==> config.mk <==
export PLATFORM = sky130hd
export DESIGN_NAME = joy_scan_sequencer_flat
export DESIGN_NICKNAME = d
export VERILOG_FILES = /design/src/rtl/joy_scan_if.sv /design/src/rtl/joy_scan_sequencer.sv /design/src/flat_wrapper.sv
export SDC_FILE = /design/constraint.sdc
export NUM_CORES = 1
export LEC_CHECK = 0
export ABC_AREA = 1
export CAP_MARGIN = 20
export CORE_MARGIN = 4
export CORE_UTILIZATION = 25
export CTS_CLUSTER_SIZE = 25
export DETAILED_ROUTE_END_ITERATION = 10
export GPL_TIMING_DRIVEN = 0
export PLACE_DENSITY = 0.48
export SLEW_MARGIN = 15
export SYNTH_ARGS = -nofsm -noshare
export SYNTH_HDL_FRONTEND = slang
export SYNTH_SLANG_ARGS = --single-unit
==> constraint.sdc <==
create_clock -name clk -period 3.6 [get_ports clk]
set_input_delay 0.72 -clock clk [delete_from_list [all_inputs] [get_ports clk]]
set_output_delay 0.72 -clock clk [all_outputs]
set_load 0.02 [all_outputs]
==> src/rtl/joy_scan_if.sv <==
// Signal bundle between the joystick scan sequencer and its surroundings:
// trigger/enable in, serial chain pins, and the per-scan result word.
interface joy_scan_if #(
  parameter int NBITS = 16
);
  logic             enable;
  logic             frame_start;
  logic             joy_data;
  logic             joy_load_n;
  logic             joy_clk;
  logic             joy_sel;
  logic [NBITS-1:0] scan_word;
  logic [2:0]       scan_phase;
  logic             scan_valid;
  logic             busy;
  logic [1:0]       dbg_state;

  // scan_valid is a one-cycle qualifier with no ready: the consumer must take
  // scan_word/scan_phase in the cycle scan_valid is high; they hold afterwards.
  modport master (
    output enable, frame_start, joy_data,
    input  joy_load_n, joy_clk, joy_sel, scan_word, scan_phase, scan_valid,
           busy, dbg_state
  );

  modport slave (
    input  enable, frame_start, joy_data,
    output joy_load_n, joy_clk, joy_sel, scan_word, scan_phase, scan_valid,
           busy, dbg_state
  );
endinterface

==> src/rtl/joy_scan_sequencer.sv <==
// Frame-triggered burst scanner for the daisy-chained joystick shift registers:
// drives load/clock/SELECT and emits one raw word per SELECT phase.
module joy_scan_sequencer #(
  parameter int CLK_DIV    = 4,
  parameter int NBITS      = 16,
  parameter int SEL_PHASES = 8,
  parameter int SETTLE     = 2
) (
  input logic      clk,
  input logic      reset,
  joy_scan_if.slave bus
);

  localparam int DIV_W = $clog2(CLK_DIV);
  localparam int CNT_W = (NBITS > SETTLE) ? $clog2(NBITS) : $clog2(SETTLE);

  typedef enum logic [1:0] {
    S_IDLE   = 2'd0,
    S_LOAD   = 2'd1,
    S_SHIFT  = 2'd2,
    S_SETTLE = 2'd3
  } state_t;

  state_t           state, state_d;
  logic [DIV_W-1:0] div, div_d;
  logic [CNT_W-1:0] cnt, cnt_d;
  logic [2:0]       phase, phase_d, done_phase;
  logic [NBITS-1:0] shreg, shreg_d;
  logic             pending, pending_d;
  logic             done, done_d;
  logic             period_end, sample;

  logic             load_n_q, load_n_d;
  logic             jclk_q, jclk_d;
  logic             sel_q, sel_d;
  logic             valid_q, valid_d;
  logic             busy_q, busy_d;
  logic [NBITS-1:0] word_q, word_d;
  logic [2:0]       sphase_q, sphase_d;

  assign period_end = (div == DIV_W'(CLK_DIV - 1));
  // Sample in the last low-clock cycle, just before the chain shifts.
  assign sample     = (state == S_SHIFT) && (div == DIV_W'(CLK_DIV / 2 - 1));

  always_ff @(posedge clk) begin
    if (reset) begin
      state      <= S_IDLE;
      div        <= '0;
      cnt        <= '0;
      phase      <= '0;
      shreg      <= '1;
      pending    <= 1'b0;
      done       <= 1'b0;
      done_phase <= '0;
      load_n_q   <= 1'b1;
      jclk_q     <= 1'b0;
      sel_q      <= 1'b1;
      valid_q    <= 1'b0;
      busy_q     <= 1'b0;
      word_q     <= '1;
      sphase_q   <= '0;
    end else begin
      state      <= state_d;
      div        <= div_d;
      cnt        <= cnt_d;
      phase      <= phase_d;
      shreg      <= shreg_d;
      pending    <= pending_d;
      done       <= done_d;
      if (done_d) done_phase <= phase;
      load_n_q   <= load_n_d;
      jclk_q     <= jclk_d;
      sel_q      <= sel_d;
      valid_q    <= valid_d;
      busy_q     <= busy_d;
      word_q     <= word_d;
      sphase_q   <= sphase_d;
    end
  end

  always_comb begin
    state_d   = state;
    div_d     = period_end ? '0 : div + 1'b1;
    cnt_d     = cnt;
    phase_d   = phase;
    pending_d = pending;
    done_d    = 1'b0;
    shreg_d   = sample ? {shreg[NBITS-2:0], bus.joy_data} : shreg;

    unique case (state)
      S_IDLE: begin
        if (bus.enable && (bus.frame_start || pending)) begin
          state_d   = S_LOAD;
          phase_d   = '0;
          pending_d = 1'b0;
        end
      end
      S_LOAD: begin
        if (period_end) begin
          state_d = S_SHIFT;
          cnt_d   = '0;
        end
      end
      S_SHIFT: begin
        if (period_end) begin
          if (cnt == CNT_W'(NBITS - 1)) begin
            done_d = 1'b1;
            // A dropped enable ends the burst here, after the scan in flight.
            if (bus.enable && (phase != 3'(SEL_PHASES - 1))) begin
              state_d = S_SETTLE;
              phase_d = phase + 3'd1;
              cnt_d   = '0;
            end else begin
              state_d = S_IDLE;
            end
          end else begin
            cnt_d = cnt + 1'b1;
          end
        end
      end
      S_SETTLE: begin
        if (!bus.enable) begin
          state_d = S_IDLE;
        end else if (period_end) begin
          if (cnt == CNT_W'(SETTLE - 1)) state_d = S_LOAD;
          else cnt_d = cnt + 1'b1;
        end
      end
    endcase

    if ((state != S_IDLE) && bus.frame_start) pending_d = 1'b1;
    if (state_d != state) div_d = '0;
  end

  // Pin levels are computed from the next state so every output is a flop.
  always_comb begin
    load_n_d = (state_d != S_LOAD);
    jclk_d   = (state_d == S_SHIFT) && (div_d >= DIV_W'(CLK_DIV / 2));
    sel_d    = (state_d == S_IDLE) ? 1'b1 : ~phase_d[0];
    busy_d   = (state_d != S_IDLE);
    valid_d  = done;
    word_d   = done ? shreg : word_q;
    sphase_d = done ? done_phase : sphase_q;
  end

  assign bus.joy_load_n = load_n_q;
  assign bus.joy_clk    = jclk_q;
  assign bus.joy_sel    = sel_q;
  assign bus.scan_valid = valid_q;
  assign bus.scan_word  = word_q;
  assign bus.scan_phase = sphase_q;
  assign bus.busy       = busy_q;
  assign bus.dbg_state  = state;

endmodule

==> src/flat_wrapper.sv <==
// flat-port wrapper written by rule: the top's interface ports become plain ports
module joy_scan_sequencer_flat 
#(
  parameter int CLK_DIV    = 4,
  parameter int NBITS      = 16,
  parameter int SEL_PHASES = 8,
  parameter int SETTLE     = 2
)
  (clk, reset, bus_enable, bus_frame_start, bus_joy_data, bus_joy_load_n, bus_joy_clk, bus_joy_sel, bus_scan_word, bus_scan_phase, bus_scan_valid, bus_busy, bus_dbg_state);
  joy_scan_if #(.NBITS(NBITS)) bus_i ();
  input logic clk;
  input logic reset;
  input wire logic [$bits(bus_i.enable)-1:0] bus_enable;
  input wire logic [$bits(bus_i.frame_start)-1:0] bus_frame_start;
  input wire logic [$bits(bus_i.joy_data)-1:0] bus_joy_data;
  output wire logic [$bits(bus_i.joy_load_n)-1:0] bus_joy_load_n;
  output wire logic [$bits(bus_i.joy_clk)-1:0] bus_joy_clk;
  output wire logic [$bits(bus_i.joy_sel)-1:0] bus_joy_sel;
  output wire logic [$bits(bus_i.scan_word)-1:0] bus_scan_word;
  output wire logic [$bits(bus_i.scan_phase)-1:0] bus_scan_phase;
  output wire logic [$bits(bus_i.scan_valid)-1:0] bus_scan_valid;
  output wire logic [$bits(bus_i.busy)-1:0] bus_busy;
  output wire logic [$bits(bus_i.dbg_state)-1:0] bus_dbg_state;
  assign bus_i.enable = bus_enable;
  assign bus_i.frame_start = bus_frame_start;
  assign bus_i.joy_data = bus_joy_data;
  assign bus_joy_load_n = bus_i.joy_load_n;
  assign bus_joy_clk = bus_i.joy_clk;
  assign bus_joy_sel = bus_i.joy_sel;
  assign bus_scan_word = bus_i.scan_word;
  assign bus_scan_phase = bus_i.scan_phase;
  assign bus_scan_valid = bus_i.scan_valid;
  assign bus_busy = bus_i.busy;
  assign bus_dbg_state = bus_i.dbg_state;
  joy_scan_sequencer #(.CLK_DIV(CLK_DIV), .NBITS(NBITS), .SEL_PHASES(SEL_PHASES), .SETTLE(SETTLE)) u_core (.clk(clk), .reset(reset), .bus(bus_i));
endmodule
# [Word level (Yosys, flattened, before mapping)]
# Cells that the tools add are included.
[totals] regBits=56
[classes] magnitude_cmp=1 reduce_logical=18 n_bitwise=1 mux=30 n_addsub=3 eq_ne=20
[ops] operator="two-way mux 4 bit" count=7
[ops] operator="two-way mux 2 bit" count=10
[ops] operator="two-way mux 3 bit" count=4
[ops] operator="case mux 4 bit (3 select lines)" count=1
[ops] operator="inequality test 2 x 1 -> 1 bit (second input constant)" count=5
[ops] operator="nonzero test 2 bit" count=5
[ops] operator="== test 2 bit (second input constant)" count=4
[ops] operator="inequality test 2 bit (second input constant)" count=4
[ops] operator="case mux 2 bit (4 select lines)" count=1
[ops] operator="AND reduction 7 bit" count=1
[ops] operator="two-way mux 1 bit" count=6
[ops] operator="inequality test 3 bit (second input constant)" count=2
[ops] operator="case mux 3 bit (2 select lines)" count=1
[ops] operator="logical AND 1 bit" count=5
[ops] operator="AND reduction 5 bit" count=1
[ops] operator="adder 4 x 1 -> 4 bit (second input constant)" count=1
[ops] operator="== test 2 x 1 -> 1 bit (second input constant)" count=2
[ops] operator="== test 4 x 1 -> 1 bit (second input constant)" count=1
[ops] operator="== test 4 bit (second input constant)" count=1
[ops] operator="zero test 2 bit" count=2
[ops] operator="adder 3 x 1 -> 3 bit (second input constant)" count=1
[ops] operator="nonzero test 3 bit" count=1
[ops] operator="adder 2 x 1 -> 2 bit (second input constant)" count=1
[ops] operator=">= comparator 2 bit (second input constant)" count=1
[ops] operator="5 further kinds" count=5

# [Logic depth before layout (Yosys ltp)]
[logic_depth] ltp_word=10 depth_mapped=11

# [Worst setup path after synthesis]
# No wires, ideal clock.
[synth_timing] path_type="input to register" startpoint="input port bus_enable" endpoint="register u_core.div[1]" setup_time_ps=131 required_ps=3469 arrival_ps=1370 slack_ps=2098 path_stages=7 cell_sequence="nand2_1 -> nand2_4 -> nand3_1 -> nor2_1 -> nor2_2 -> nand3_1 -> nor2_1"
[synth_between] elab_chain_cells=7 elab_cells_between_ends=10
[synth_rtl] item="start: declaration" line_no="flat_wrapper.sv:13" rtl="input wire logic [$bits(bus_i.enable)-1:0] bus_enable;"
[synth_rtl] item="logical AND 1 bit" line_no="joy_scan_sequencer.sv:109" rtl="if (bus.enable && (phase != 3'(SEL_PHASES - 1))) begin"
[synth_rtl] item="two-way mux 2 bit" line_no="joy_scan_sequencer.sv:109"
[synth_rtl] item="two-way mux 2 bit" line_no="joy_scan_sequencer.sv:106" rtl="if (cnt == CNT_W'(NBITS - 1)) begin"
[synth_rtl] item="two-way mux 2 bit" line_no="joy_scan_sequencer.sv:105" rtl="if (period_end) begin"
[synth_rtl] item="case mux 2 bit (4 select lines) (*)" line_no="joy_scan_sequencer.sv:90" rtl="unique case (state)"
[synth_rtl] item="inequality test 2 bit (*)" line_no="joy_scan_sequencer.sv:132" rtl="if (state_d != state) div_d = '0;"
[synth_rtl] item="two-way mux 2 bit (*)" line_no="joy_scan_sequencer.sv:132"
[synth_rtl] item="end signal: assignment" line_no="joy_scan_sequencer.sv:64" rtl="div <= div_d;"
[synth_rtl] item="end: declaration" line_no="joy_scan_sequencer.sv:25" rtl="logic [DIV_W-1:0] div, div_d;"
# Every way passes the cells marked *; elsewhere a longest branch is shown, timed or not.
# A chain may end at the register's enable or synchronous reset.

# [Worst setup path in the final report]
[layout_timing] startpoint="register u_core.state[1], in the netlist u_core.bus.dbg_state[1]" endpoint="output port bus_dbg_state[1]"
[layout_lines] item="start: declaration" line_no="joy_scan_sequencer.sv:24" rtl="state_t state, state_d;"
[layout_lines] item="start signal: assignment" line_no="joy_scan_sequencer.sv:63" rtl="state <= state_d;"
[layout_lines] item="end: declaration" line_no="flat_wrapper.sv:23" rtl="output wire logic [$bits(bus_i.dbg_state)-1:0] bus_dbg_state;"
# No word-level cell between the ends.

==> results.yml <==
setup_path:
  cp_max_fo: 7
  cp-end-kind: "output pin"
  cpLargestDelayFamily: "buffers and inverters"
  ff2ff_setup_slack_ns: 1.91
  r2r_end: "u_core.div[1]"
  start_kind: "flop"
  crit_type: "flop to output pin"
  worst-path-buf-inv: 1
  slowest_stage: "clkdlybuf4s50_1"
  rr_worst_depth: 10
  crit_chain: "clkdlybuf4s50_1"
  r2r-start: "u_core.phase[0]"
  worstPathArrival_ns: 1.48
  max_stage_delay_ns: 0.67
  cp.required_ns: 2.88
global_routing:
  grt_first_pass_wirelength_um: 8690
  grt.total_usage: 0.0964
  antenna_found_initial: 0
  grt_max_degree: 18
  grt_overflow: 0
  grt_pass1_vias: 1820
sta:
  slew_headroom: 0.617
  setup_viol: 0
  finalCriticalPeriod_ns: 2.20
  fmax_mhz: 454
  finalHoldViolCount: 0
  fin_setup_tns_ns: 0
  rsz0062_at_grt: "false"
  drv_slew: 0
  finClkSkew_ns: 0.00429
  finalCritPeriodShare: 0.612
  tightest_slew_ns: 0.574
die:
  std_cell_rows: 34
  start_util: 0.260
  dieArea_um2: 10700
  die_h_um: 104
  core_area_um2: 8810
  fp.dieW_um: 104
  io_pins: 31
clock_tree:
  h-tree-depth: 2
  clkTransAtPathRegs_ns: 0.10
  cts_setup_buffers: 0
  clock_sinks: 56
  cts_buffers: 5
  cts_tree: "done"
  cts_hold_buf: 0
  cts_resized: 0
  clockBufferDepth: 2
  clock_latency_ns: 0.31
  cts_root_buf: "clkbuf_8"
final_layout:
  drive_gt1_frac: 0.0700
  final_common_cell: "nand2_1"
  fin_nets: 353
  utilization: 0.322
  diodes: 0
  mostFrequentLayoutCells: "nand2_1 (104), dfxtp_1 (56), nand3_1 (40)"
  syn2layout_area_growth_pct: 23.9
synth:
  syn_nets: 316
  avgSynthCellArea_um2: 7.50
  synth_cell_type_count: 24
  seq_area_frac_synth: 0.490
  synth_top_cell_area_share: 0.490
  netlist_top_cells_area: "dfxtp_1 (49%), nand2_1 (17%), nand3_1 (8.8%)"
  syn_area_um2: 2290
  yosysTopAreaCell: "dfxtp_1"
  syn_inst: 305
  synth-seq-cells: 56
  synth_warnings: 0
min_path:
  holdPathStages: 2
  hp-start: "u_core.bus.scan_word[1]"
  hp-class: "flop to flop"
  min_to: "u_core.bus.scan_word[1]"
detailed_routing:
  drcViolationCount: 0
  totalWireLength_um: 4960
  avgRoutedWirePerCell_um: 11.0
  dr.pass1.iters: 4
  dr.first_iter.drc_count: 92
  ant_nets: 0
  viasPerCell: 4.36
  vias: 1965
power:
  leakagePower_nw: 1.31
  ir_worst_vdd_uv: 207
  power.density_nw_per_um2: 408
flow_run:
  drv_cap: 0
status:
  status: "completed"
place:
  port_buffers: 30
  dp_hpwl_um: 3670
  gp_congestion: 0.751
==> worst max-delay path by stage <==
stage	start	end	slack, ns	cells after the start
global placement	bus_enable	u_core.div[1]	1.27	8
detailed placement	bus_enable	u_core.div[1]	1.27	8
CTS	u_core.bus.dbg_state[1]	bus_dbg_state[1]	1.37	1
floorplan	bus_enable	u_core.div[1]	2.10	7
global route	u_core.bus.dbg_state[1]	bus_dbg_state[1]	1.33	1
finish	u_core.bus.dbg_state[1]	bus_dbg_state[1]	1.40	1
==> routing by layer <==
layer  part of all wire  wire length [um]  vias up  track usage
li1                   -                 -     1037            -
met1               0.50              2500      897        0.126
met2               0.45              2230       25        0.153
met3              0.036               177        6       0.0280
met4              0.011                57        0       0.0313
met5                  0                 0        -            0
==> cell type report <==
type	instances	area [um2]
Multi-Input combinational cell	215	1020
Fill cell	959	5970
Inverter	22	85.1
Clock inverter	2	38.8
Buffer	12	60.1
Clock buffer	6	72.6
Sequential cell	56	1120
Timing Repair Buffer	30	300
Tap cell	108	135
==> per-stage QoR <==
stage / setup WS (ns) / cell area, um2 / power, mW / instances / hold slack, ns
global placement: 1.27 / 2720 / 0.750 / 443 / 0.439
detailed placement: 1.27 / 2720 / 0.751 / 443 / 0.445
global route: 1.33 / 2830 / 1.21 / 451 / 0.501
CTS: 1.37 / 2830 / 1.18 / 451 / 0.472
floorplan: 2.10 / 2290 / 0.719 / 305 / 0.442
finish: 1.40 / 2830 / 1.16 / 451 / 0.465
==> cell families after synthesis <==
| family | after synthesis | share of synthesized area |
|---|---|---|
| fa+ha+maj | 6 | 0.0328 |
| buf+inv | 34 | 0.0635 |
| flops | 56 | 0.490 |
| simple gates | 189 | 0.357 |
| xor+xnor | 1 | 0.00383 |
| compound gates | 19 | 0.0525 |
==> power breakdown <==
part / total [mW] / switching (mW) / internal [mW]
sequential: 0.641 / 0.00818 / 0.633
combinational: 0.0944 / 0.0580 / 0.0364
clock: 0.421 / 0.210 / 0.211
total: 1.16 / 0.276 / 0.880
==> flip-flops by register name, summed over array words and instances (netlist names) <==
signal                 cells
u_core.bus.busy            1
u_core.bus.dbg_state       2
u_core.bus.joy_clk         1
u_core.bus.joy_load_n      1
u_core.bus.joy_sel         1
u_core.bus.scan_phase      3
u_core.bus.scan_valid      1
u_core.bus.scan_word      16
u_core.cnt                 4
u_core.div                 2
u_core.done                1
u_core.done_phase          3
u_core.pending             1
u_core.phase               3
u_core.shreg              16
==> cell usage after synthesis, drive strengths merged <==
| library cell | count |
|---|---|
| a21oi | 3 |
| buf | 3 |
| clkbuf | 9 |
| dfxtp | 56 |
| ha | 6 |
| inv | 22 |
| nand2 | 110 |
| nand3 | 41 |
| nand4 | 3 |
| nor2 | 35 |
| o211ai | 1 |
| o21a | 1 |
| o21ai | 13 |
| o22ai | 1 |
| xnor2 | 1 |
Power figures use the tool's default switching activity.
